--- config.mk ---
export PLATFORM = sky130hd
export DESIGN_NAME = regfile_wb_ctrl
export DESIGN_NICKNAME = d
export VERILOG_FILES = /design/src/rtl/regfile_wb_ctrl.sv
export SDC_FILE = /design/constraint.sdc
export NUM_CORES = 1
export LEC_CHECK = 0
export CAP_MARGIN = 20
export CORE_ASPECT_RATIO = 1.75
export CORE_MARGIN = 2
export CORE_UTILIZATION = 45
export DETAILED_ROUTE_END_ITERATION = 12
export GPL_ROUTABILITY_DRIVEN = 0
export PLACE_DENSITY = 0.73
export SLEW_MARGIN = 10
export SYNTH_ARGS = -nofsm -noshare
export SYNTH_HDL_FRONTEND = slang
export SYNTH_SLANG_ARGS = --single-unit
--- constraint.sdc ---
create_clock -name clk -period 3.55 [get_ports clk]
set_clock_uncertainty 0.05 [all_clocks]
set_input_delay 0.5325 -clock clk [delete_from_list [all_inputs] [get_ports clk]]
set_output_delay 0.5325 -clock clk [all_outputs]
set_load 0.005 [all_outputs]
--- src/rtl/regfile_wb_ctrl.sv ---
// Register-file write-back controller.
// Merges single-cycle ALU results and late memory-load data onto the one
// register-file write port. Memory data always owns the port; ALU results
// that lose the port wait in a small in-order FIFO. A pending-destination
// mask of queued ALU writes is exported for issue-side hazard stalls, and a
// sticky flag records any load that overtakes a queued ALU write to the same
// register.
module regfile_wb_ctrl #(
  parameter int DEPTH = 2,
  parameter int DW    = 8
) (
  input  logic          clk,
  input  logic          rst,
  // ALU result source
  input  logic          alu_valid,
  output logic          alu_ready,
  input  logic          alu_reg_en,
  input  logic [1:0]    alu_dest,
  input  logic [1:0]    alu_cmp_en,
  input  logic [DW-1:0] alu_data,
  // Memory load source (never stalled)
  input  logic          mem_valid,
  input  logic [1:0]    mem_dest,
  input  logic [DW-1:0] mem_data,
  // Register-file write port and compare strobes
  output logic          RegWrite,
  output logic [1:0]    write1,
  output logic [DW-1:0] write_data,
  output logic          sCtrl0,
  output logic          sCtrl1,
  // Hazard reporting
  output logic [3:0]    pend_mask,
  output logic          order_err
);

  // Pointer width covers DEPTH entries; the count needs one extra bit so
  // that a full FIFO (count == DEPTH) is representable.
  localparam int PW = (DEPTH > 1) ? $clog2(DEPTH) : 1;
  localparam int CW = PW + 1;

  // ---------------------------------------------------------------------
  // FIFO storage and bookkeeping
  // ---------------------------------------------------------------------
  logic [DW-1:0] entry_data_q   [DEPTH];
  logic [1:0]    entry_dest_q   [DEPTH];
  logic [1:0]    entry_cmp_q    [DEPTH];
  logic          entry_reg_en_q [DEPTH];

  logic [PW-1:0] wr_ptr_q, wr_ptr_d;
  logic [PW-1:0] rd_ptr_q, rd_ptr_d;
  logic [CW-1:0] count_q,  count_d;

  // Registered write-port stage
  logic          reg_write_q, reg_write_d;
  logic [1:0]    write1_q,    write1_d;
  logic [DW-1:0] wdata_q,     wdata_d;
  logic          sctrl0_q,    sctrl0_d;
  logic          sctrl1_q,    sctrl1_d;
  logic          order_err_q, order_err_d;

  // Handshake and arbitration decisions
  logic          fifo_nonempty;
  logic          alu_accept;
  logic          push;
  logic          pop;
  logic          bypass;

  // Per-entry liveness and pending-destination contribution
  logic          entry_live [DEPTH];
  logic [3:0]    entry_mask [DEPTH];
  logic [3:0]    pend_mask_comb;

  // Readiness depends only on the registered count; a pop in the same
  // cycle does not open a slot early, which keeps alu_ready free of any
  // path from mem_valid.
  assign alu_ready     = (count_q < CW'(DEPTH));
  assign fifo_nonempty = (count_q != '0);
  assign alu_accept    = alu_valid && alu_ready;

  // A beat is queued whenever it cannot go straight to the port: either
  // memory owns the port, or older ALU entries must retire first.
  assign push   = alu_accept && (mem_valid || fifo_nonempty);
  assign pop    = !mem_valid && fifo_nonempty;
  assign bypass = alu_accept && !mem_valid && !fifo_nonempty;

  // ---------------------------------------------------------------------
  // Pending-destination mask
  // ---------------------------------------------------------------------
  // An entry is live when its distance from the read pointer (modulo the
  // power-of-two depth) is less than the occupancy count.
  generate
    for (genvar gi = 0; gi < DEPTH; gi++) begin : g_entry
      logic [PW-1:0] offset;
      assign offset         = PW'(gi) - rd_ptr_q;
      assign entry_live[gi] = ({1'b0, offset} < count_q);
      assign entry_mask[gi] = (entry_live[gi] && entry_reg_en_q[gi])
                              ? (4'b0001 << entry_dest_q[gi])
                              : 4'b0000;
    end
  endgenerate

  // OR together the destinations of every live register-writing entry.
  always_comb begin
    pend_mask_comb = 4'b0000;
    for (int i = 0; i < DEPTH; i++) begin
      pend_mask_comb = pend_mask_comb | entry_mask[i];
    end
  end

  assign pend_mask = pend_mask_comb;

  // ---------------------------------------------------------------------
  // FIFO pointer / count next-state
  // ---------------------------------------------------------------------
  // Pointers wrap naturally because DEPTH is a power of two.
  always_comb begin
    wr_ptr_d = wr_ptr_q + PW'(push);
    rd_ptr_d = rd_ptr_q + PW'(pop);
    count_d  = count_q + CW'(push) - CW'(pop);
  end

  // Store an accepted ALU beat at the write pointer; storage needs no reset
  // because liveness is derived from the count.
  always_ff @(posedge clk) begin
    if (push) begin
      entry_data_q[wr_ptr_q]   <= alu_data;
      entry_dest_q[wr_ptr_q]   <= alu_dest;
      entry_cmp_q[wr_ptr_q]    <= alu_cmp_en;
      entry_reg_en_q[wr_ptr_q] <= alu_reg_en;
    end
  end

  // Advance FIFO pointers and occupancy; reset discards all queued entries.
  always_ff @(posedge clk) begin
    if (rst) begin
      wr_ptr_q <= '0;
      rd_ptr_q <= '0;
      count_q  <= '0;
    end else begin
      wr_ptr_q <= wr_ptr_d;
      rd_ptr_q <= rd_ptr_d;
      count_q  <= count_d;
    end
  end

  // ---------------------------------------------------------------------
  // Write-port arbitration: memory, then FIFO head, then bypass, then idle
  // ---------------------------------------------------------------------
  // Select next port contents; address and data hold when the port idles.
  always_comb begin
    reg_write_d = 1'b0;
    write1_d    = write1_q;
    wdata_d     = wdata_q;
    sctrl0_d    = 1'b0;
    sctrl1_d    = 1'b0;
    if (mem_valid) begin
      reg_write_d = 1'b1;
      write1_d    = mem_dest;
      wdata_d     = mem_data;
    end else if (pop) begin
      reg_write_d = entry_reg_en_q[rd_ptr_q];
      write1_d    = entry_dest_q[rd_ptr_q];
      wdata_d     = entry_data_q[rd_ptr_q];
      sctrl0_d    = entry_cmp_q[rd_ptr_q][0];
      sctrl1_d    = entry_cmp_q[rd_ptr_q][1];
    end else if (bypass) begin
      reg_write_d = alu_reg_en;
      write1_d    = alu_dest;
      wdata_d     = alu_data;
      sctrl0_d    = alu_cmp_en[0];
      sctrl1_d    = alu_cmp_en[1];
    end
  end

  // A load overtaking a queued ALU write to the same register is a hazard
  // the issue logic should have stalled; remember it until reset.
  always_comb begin
    order_err_d = order_err_q || (mem_valid && pend_mask_comb[mem_dest]);
  end

  // Register the write port, strobes and sticky error flag.
  always_ff @(posedge clk) begin
    if (rst) begin
      reg_write_q <= 1'b0;
      write1_q    <= 2'b00;
      wdata_q     <= '0;
      sctrl0_q    <= 1'b0;
      sctrl1_q    <= 1'b0;
      order_err_q <= 1'b0;
    end else begin
      reg_write_q <= reg_write_d;
      write1_q    <= write1_d;
      wdata_q     <= wdata_d;
      sctrl0_q    <= sctrl0_d;
      sctrl1_q    <= sctrl1_d;
      order_err_q <= order_err_d;
    end
  end

  assign RegWrite   = reg_write_q;
  assign write1     = write1_q;
  assign write_data = wdata_q;
  assign sCtrl0     = sctrl0_q;
  assign sCtrl1     = sctrl1_q;
  assign order_err  = order_err_q;

endmodule

# After elaboration in Yosys (flattened, before gate mapping)
# Memory sizes are Yosys's and may differ from the RTL's. A register that Yosys moved wholly into a read port is not among the register bits.
# Cells that the tools add are included.
dict set report word_totals {
  elab_cells 64
  memories 4
  register_bits 18
  ram_bits 26
  output_inout_bits 19
}
# memory depth width read_ports rd_ports_with_merged_regs write_ports line
set mem_list {}
lappend mem_list {entry_data_q 2 8 1 1 1 44} ;# logic [DW-1:0] entry_data_q [DEPTH];
lappend mem_list {entry_cmp_q 2 2 1 1 1 46} ;# logic [1:0] entry_cmp_q [DEPTH];
lappend mem_list {entry_dest_q 2 2 3 1 1 45} ;# logic [1:0] entry_dest_q [DEPTH];
lappend mem_list {entry_reg_en_q 2 1 3 1 1 47} ;# logic entry_reg_en_q [DEPTH];
dict set report op_classes {
  reduce_logical 15
  muxes 23
  bitwise_logic 1
  n_shift 2
  magnitude_cmp 4
  n_addsub 6
}
# operator count
set ops {}
lappend ops {{two-way mux 8 bit} 3}
lappend ops {{two-way mux 1 bit} 14}
lappend ops {{logical AND 1 bit} 8}
lappend ops {{two-way mux 4 bit} 2}
lappend ops {{<< shifter 1 x 2 -> 4 bit (first input constant)} 2}
lappend ops {{two-way mux 2 bit} 3}
lappend ops {{less-than comparator 1 x 2 -> 1 bit} 2}
lappend ops {{bitwise OR 4 bit} 1}
lappend ops {{less-than comparator 2 x 3 -> 1 bit (second input constant)} 1}
lappend ops {{nonzero test 3 bit} 1}
lappend ops {{adder 1 bit} 2}
lappend ops {{adder 2 x 1 -> 2 bit} 1}
lappend ops {{binary-select mux 1 bit (select 2 bit)} 1}
lappend ops {{logical NOT 1 bit} 2}
lappend ops {{logical OR 1 bit} 2}
lappend ops {{less-than comparator 2 bit (second input constant)} 1}
lappend ops {{nonzero test 2 bit} 1}
lappend ops {{OR reduction 2 bit} 1}
lappend ops {{subtractor 1 bit (first input constant)} 2}
lappend ops {{subtractor 2 x 1 -> 2 bit} 1}

# Longest topological paths before layout
# Gate-level depths: netlist of run 1.
dict set report logic_depth {
  ltp_word 9
  depth_mapped 9
  ltp_nobuf 8
}

# Worst setup path after synthesis of run 1
# Ideal clock, no wire load.
dict set report synth_path {
  path_kind {input -> register}
  from {in mem_valid}
  to {reg count_q[1]}
  slack_ps 1366
  setup_ps 128
  cell_stages 9
  n_path_buf 2
  t_arrival_ps 2007
  path_cell_list {clkbuf_1 > buf_1 > o211ai_1 > ha_1 > inv_1 > ha_1 > xnor2_1 > xnor2_1 > nor2_1}
}
dict set report synth_between {
  elab_chain_len 4
  word_cells_on_any_way 6
}
# element line
set synth_rtl {}
lappend synth_rtl {{start: declaration} 22} ;# input logic mem_valid,
lappend synth_rtl {{logical OR 1 bit} 82} ;# assign push = alu_accept && (mem_valid || fifo_nonempty);
lappend synth_rtl {{logical AND 1 bit} 82}
lappend synth_rtl {{adder 2 x 1 -> 2 bit} 119} ;# count_d = count_q + CW'(push) - CW'(pop);
lappend synth_rtl {{subtractor 2 x 1 -> 2 bit *} 119}
lappend synth_rtl {{end signal: assignment} 142} ;# count_q <= count_d;
lappend synth_rtl {{end: declaration} 51} ;# logic [CW-1:0] count_q, count_d;
# Every way passes the cells marked *; elsewhere a longest branch is shown, timed or not.
# A chain may end at the register's enable or synchronous reset.

# Worst setup path in the final report of run 1
dict set report layout_path {
  from {reg rd_ptr_q}
  to {out pend_mask[3]}
}
dict set report layout_between {
  elab_chain_len 5
  word_cells_on_any_way 9
}
# element line
set layout_rtl {}
lappend layout_rtl {{start: declaration} 50} ;# logic [PW-1:0] rd_ptr_q, rd_ptr_d;
lappend layout_rtl {{start signal: assignment} 141} ;# rd_ptr_q <= rd_ptr_d;
lappend layout_rtl {{subtractor 1 bit} 94} ;# assign offset = PW'(gi) - rd_ptr_q;
lappend layout_rtl {{less-than comparator 1 x 2 -> 1 bit} 95} ;# assign entry_live[gi] = ({1'b0, offset} < count_q);
lappend layout_rtl {{logical AND 1 bit} 96} ;# assign entry_mask[gi] = (entry_live[gi] && entry_reg_en_q[gi])
lappend layout_rtl {{two-way mux 4 bit} 97} ;# ? (4'b0001 << entry_dest_q[gi])
lappend layout_rtl {{bitwise OR 4 bit *} 106} ;# pend_mask_comb = pend_mask_comb | entry_mask[i];
lappend layout_rtl {{end: declaration} 32} ;# output logic [3:0] pend_mask,
# Marked as above.

==> results of run 1 <==
==> stage by stage <==
| step | hold slack (ns) | instance area, µm² | utilization | setup WS, ns |
|---|---|---|---|---|
| floorplan | 0.434 | 1960 | - | 1.37 |
| global placement | 0.434 | 2440 | 0.587 | 1.19 |
| detailed placement | 0.435 | 2440 | 0.587 | 1.14 |
| CTS | 0.446 | 2520 | 0.607 | 0.829 |
| global route | 0.477 | 2520 | 0.607 | 0.674 |
| finish | 0.445 | 2520 | 0.607 | 0.791 |
==> where the power goes <==
group          leakage, µW  switching (µW)  internal [µW]
registers         0.000388            62.7            632
clock network    0.0000388             154            136
logic             0.000462             224            232
total             0.000889             441           1000
==> kinds of logic (layout without fill, tap and decap cells) <==
family,Yosys count,after routing,synth area share
simple gates,48,48,0.128
flops,44,44,0.583
compound gates,37,37,0.130
buf+inv,21,66,0.0479
mux,14,14,0.0722
fa+ha+maj,4,4,0.0256
xor+xnor,3,3,0.0134
==> registers in the layout, indices dropped and copies added (netlist names) <==
name / cells
RegWrite: 1
count_q: 2
entry_cmp_q: 4
entry_data_q: 16
entry_dest_q: 4
entry_reg_en_q: 2
order_err: 1
rd_ptr_q: 1
sCtrl0: 1
sCtrl1: 1
wr_ptr_q: 1
write1: 2
write_data: 8
==> worst paths after layout <==
check | depth (start not counted) | end | slack (ns)
worst max-delay path | 5 | pend_mask[3] | 0.79
worst min-delay path | 2 | write_data[0]$_SDFFE_PP0P_ | 0.45
worst max register to register | 6 | order_err$_SDFF_PP0_ | 1.61
worst min register to register | 2 | write_data[0]$_SDFFE_PP0P_ | 0.45
==> layout make-up <==
| cell class | instances | area, µm² | share of cell area |
|---|---|---|---|
| repair buffers | 48 | 473 | 0.188 |
| clock buffers | 6 | 72.6 | 0.0288 |
| multi-input cells | 106 | 723 | 0.287 |
| well taps | 49 | 61.3 | 0.0243 |
| flip-flops and latches | 44 | 1140 | 0.453 |
| clock inverters | 2 | 11.3 | 0.00447 |
| inverters | 10 | 37.5 | 0.0149 |
==> routing by layer <==
layer  part of all wire  routed length, µm  vias to the layer above
met4              0.032                140                        0
met1               0.37               1620                      707
met3              0.040                177                       14
met5                  0                  0                        -
met2               0.56               2490                       45
li1                   -                  -                      718
==> synthesized netlist by cell type <==
cell	count	area [µm²]
edfxtp_1	26	781
dfxtp_1	18	360
nor2_1	17	63.8
mux2i_1	13	130
a211oi_1	11	82.6
a21oi_1	11	55.1
nor3_1	11	55.1
inv_1	10	37.5
nor3b_1	9	67.6
clkbuf_1	5	18.8
ha_1	4	50.1
nand2_1	4	15.0
a31oi_1	3	18.8
buf_2	3	15.0
xnor2_1	3	26.3
o221ai_1	2	17.5
o22ai_1	2	12.5
o32ai_1	2	17.5
or2_2	2	12.5
a21o_2	1	8.76
a221oi_1	1	8.76
a311oi_1	1	8.76
buf_1	1	3.75
buf_4	1	7.51
buf_6	1	11.3
mux2_2	1	11.3
nand2b_1	1	6.26
nand3_1	1	5.00
nor2b_1	1	6.26
nor2b_4	1	13.8
o211ai_1	1	7.51
o21ai_2	1	8.76
o21bai_1	1	7.51
or3_1	1	6.26
==> worst max-delay path: stages (launching register included) <==
cell	delay (ns)
dfxtp_1	0.48
buf_4	0.27
nor2b_4	0.11
o21ai_2	0.10
o32ai_1	0.36
clkdlybuf4s50_1	0.58
==> impl_metrics.toml, run 1 <==
[global_route]
use_met1 = 0.195
grt_usage = 0.196
grt_overflow = 0
grt_max_degree = 23
met3_usage = 0.0461
grtUsageMet2 = 0.356
antenna_found_initial = 0
grt_pass1_wl_mm = 6.91
busiest_layer = "met2"
grt_pass1_vias = 1568

[timing]
setup_viol = 0
setup_tns_ns = 0
worst_pin_slew_ns = 0.670
fin_crit_sh = 0.777
fin_crit_ns = 2.76
max_freq_mhz = 362
grt_setup_unrepaired = "no"
slew_viol_final = 0
hold_viol = 0
slew_headroom = 0.552

[synthesis]
ys_types = 34
avgSynthCellArea_um2 = 11.5
synth-seq-cells = 44
yosysSeqAreaShare = 0.583
netlist_area_um2 = 1960
synthCells = 171
synth_fp_nets = 202
yosys_warnings = 0

[placed_design]
dp_hpwl_mm = 3.35
port_buffers = 45
placed_cells = 257

[die]
die_w_um = 53.9
ios = 46
row_count = 31
start_util = 0.472
core_area_um2 = 4150
chipHeight_um = 91.3
dieArea_um2 = 4920

[final_layout]
layout-drive-gt1-share = 0.0694
diodes = 0
fin_cells = 265
final_common_cell = "clkdlybuf4s50_1"
nNetsFinal = 246
layout_common_cells = "clkdlybuf4s50_1, edfxtp_1, dfxtp_1"
area_growth_pct = 28.7
num-fill-cells = 340

[clocking]
clkSlewWorstSetupHoldPaths_ns = 0.08
cts_sinks = 44
hold_buffers = 0
cts-buffers-inserted = 5
cts_tree = "yes"
cts_setup_buffers = 0
ctsResizeCount = 0
insertion_delay_ns = 0.28
cts_buffer_depth = 2
h-tree-depth = 2
cts_root_buffer = "clkbuf_8"

[worst_setup_path]
startpoint = "rd_ptr_q$_SDFF_PP0_"
crit_type = "reg2out"
path_max_fanout = 10
arrival_ns = 2.18
rr_startpoint = "rd_ptr_q$_SDFF_PP0_"
start_kind = "register"
worstPathRequired_ns = 2.97
worst_setup_path_end_kind = "output port"

[route]
viasPerCell = 5.60
drc = 0
ant_nets = 0
wl_per_cell_um = 16.7
dr_total_vias = 1484
dr.pass1.iters = 4
wl_mm = 4.43
initialDrtViolationCount = 44

[power]
p_leak_uw = 0.000889
p_per_area_nw_per_um2 = 572
ir_worst_vdd_mv = 0.424
power_uw = 1440

[run_status]
status = "finished clean"

[hold_path]
hp-class = "reg2reg"
hp-start = "write_data[0]$_SDFFE_PP0P_"

[run]
drv_cap = 0
Note: power is estimated with default switching activity, not from simulation.
==> run 2, diff against run 1 <==
- CORE_UTILIZATION: 45 -> 44
- PLACE_DENSITY: 0.73 -> 0.75
- clock period: 3.55 -> 2.3 ns (I/O delays scaled with it)
==> impl_metrics.toml, run 2 (synthesis results as in run 1) <==
[run_status]
status = "finished clean"

[timing]
setup_ws_ns = 0.0974
setup_viol = 0
grt_setup_unrepaired = "no"
hold_viol = 0
fin_crit_sh = 0.958
slew_viol_final = 0
setup_tns_ns = 0
worst_pin_slew_ns = 0.664
slew_headroom = 0.557
max_freq_mhz = 454
fin_crit_ns = 2.20

[placed_design]
port_buffers = 45
placed_cells = 262
place_ws_ns = 0.173
dp_hpwl_mm = 3.03

[worst_setup_path]
reg2reg_depth = 4
rrSetupSlack_ns = 0.52
path_max_fanout = 6
arrival_ns = 1.81
start_kind = "register"
rr_startpoint = "count_q[0]$_SDFF_PP0_"
worstPathRequired_ns = 1.90
startpoint = "count_q[0]$_SDFF_PP0_"
worst_setup_path_end_kind = "output port"
crit_type = "reg2out"
r2r_end = "write_data[0]$_SDFFE_PP0P_"

[route]
dr_total_vias = 1458
ant_nets = 0
initialDrtViolationCount = 28
drc = 0
dr.pass1.iters = 4
wl_mm = 4.28
viasPerCell = 5.40
wl_per_cell_um = 15.8

[clocking]
clkSlewWorstSetupHoldPaths_ns = 0.09
cts-buffers-inserted = 5
cts_setup_buffers = 0
h-tree-depth = 2
cts_root_buffer = "clkbuf_8"
cts_tree = "yes"
cts_buffer_depth = 2
cts_sinks = 44
insertion_delay_ns = 0.30

[run]
drv_cap = 0

[die]
core_area_um2 = 4320
ios = 46
die_w_um = 54.4
dieArea_um2 = 5020
row_count = 32
start_util = 0.453
chipHeight_um = 92.3

[final_layout]
largest_reg_flops = 16
final_common_cell = "clkdlybuf4s50_1"
fin_cells = 270
num-fill-cells = 366
diodes = 0
layout_common_cells = "clkdlybuf4s50_1, edfxtp_1, dfxtp_1, nor2_1, mux2i_1"
layout-drive-gt1-share = 0.105
layout.area.seq_um2 = 1140
multiInputGateArea_um2 = 738
area_growth_pct = 34.1
regMostFlops = "entry_data_q"
nNetsFinal = 249

[power]
p_per_area_nw_per_um2 = 958
p_leak_uw = 0.000943
ir_worst_vdd_mv = 0.688

[hold_path]
hold_end = "write_data[7]$_SDFFE_PP0P_"
hp-start = "write_data[7]$_SDFFE_PP0P_"
hp-class = "reg2reg"
hold_depth = 2

[global_route]
grt_pass1_vias = 1463
grt_max_degree = 26
grt_pass1_wl_mm = 6.50
grt_overflow = 0
antenna_found_initial = 0
grt_usage = 0.185
-- run 2: cell count changes in the layout (fill, tap and decap cells not counted) --
cell | before | now
buf_4 | 3 | 6
clkbuf_16 | 0 | 2
o32ai_1 | 2 | 0
o32ai_2 | 0 | 2
bufinv_16 | 0 | 1
clkbuf_1 | 1 | 0
clkinv_1 | 1 | 0
clkinvlp_4 | 1 | 0
dfxtp_1 | 18 | 17
dfxtp_2 | 0 | 1
-- run 2: worst max-delay path by stage --
stage | to | slack (ns)
6_report | pend_mask[3] | 0.1
3_3_place_gp | entry_cmp_q[0][1]$_DFFE_PP_ | 0.21
3_5_place_dp | entry_cmp_q[1][1]$_DFFE_PP_ | 0.17
2_1_floorplan | count_q[1]$_SDFF_PP0_ | 0.30
4_1_cts | pend_mask[3] | 0.02
5_1_grt | pend_mask[1] | 0.03
-- run 2: layout make-up --
| cell class | count | area share |
|---|---|---|
| clock buffers | 7 | 0.0453 |
| repair buffers | 51 | 0.189 |
| well taps | 51 | 0.0243 |
| clock inverters | 1 | 0.0114 |
| inverters | 10 | 0.0143 |
| flip-flops and latches | 44 | 0.435 |
| multi-input cells | 106 | 0.281 |
-- run 2: repair_timing --
| item | in CTS | in global routing |
|---|---|---|
| endpoints found under the setup margin | 2 | 2 |
| hold buffers | 0 | 0 |
| gates resized for setup | 2 | 1 |
| cloned | 0 | 0 |
| pin swaps | 0 | 0 |
-- run 2: critical path: stages, from the launching register on --
cell and delay [ns]:
dfxtp_2 0.39, nor2b_4 0.16, o21ai_2 0.11, o32ai_2 0.29, clkdlybuf4s50_1 0.56
-- run 2: metrics by stage --
step,util,hold slack (ns),power (µW),area [µm²]
4_1_cts,0.607,0.445,2530,2630
2_1_floorplan,-,0.394,1530,1960
3_5_place_dp,0.569,0.431,1810,2460
3_3_place_gp,0.569,0.427,1790,2460
5_1_grt,0.607,0.473,2650,2630
6_report,0.607,0.444,2510,2630
-- run 2: report_power, final --
part | internal (µW) | total [µW] | switching, µW
Sequential | 977 | 1050 | 73.0
Combinational | 378 | 746 | 368
Clock | 455 | 719 | 264
-- run 2: routing by layer --
metal,vias to the layer above,part of all wire,global-route usage
li1,724,-,-
met1,691,0.37,0.172
met2,35,0.58,0.348
met3,8,0.032,0.0358
met4,0,0.022,0.0938
met5,-,0,0
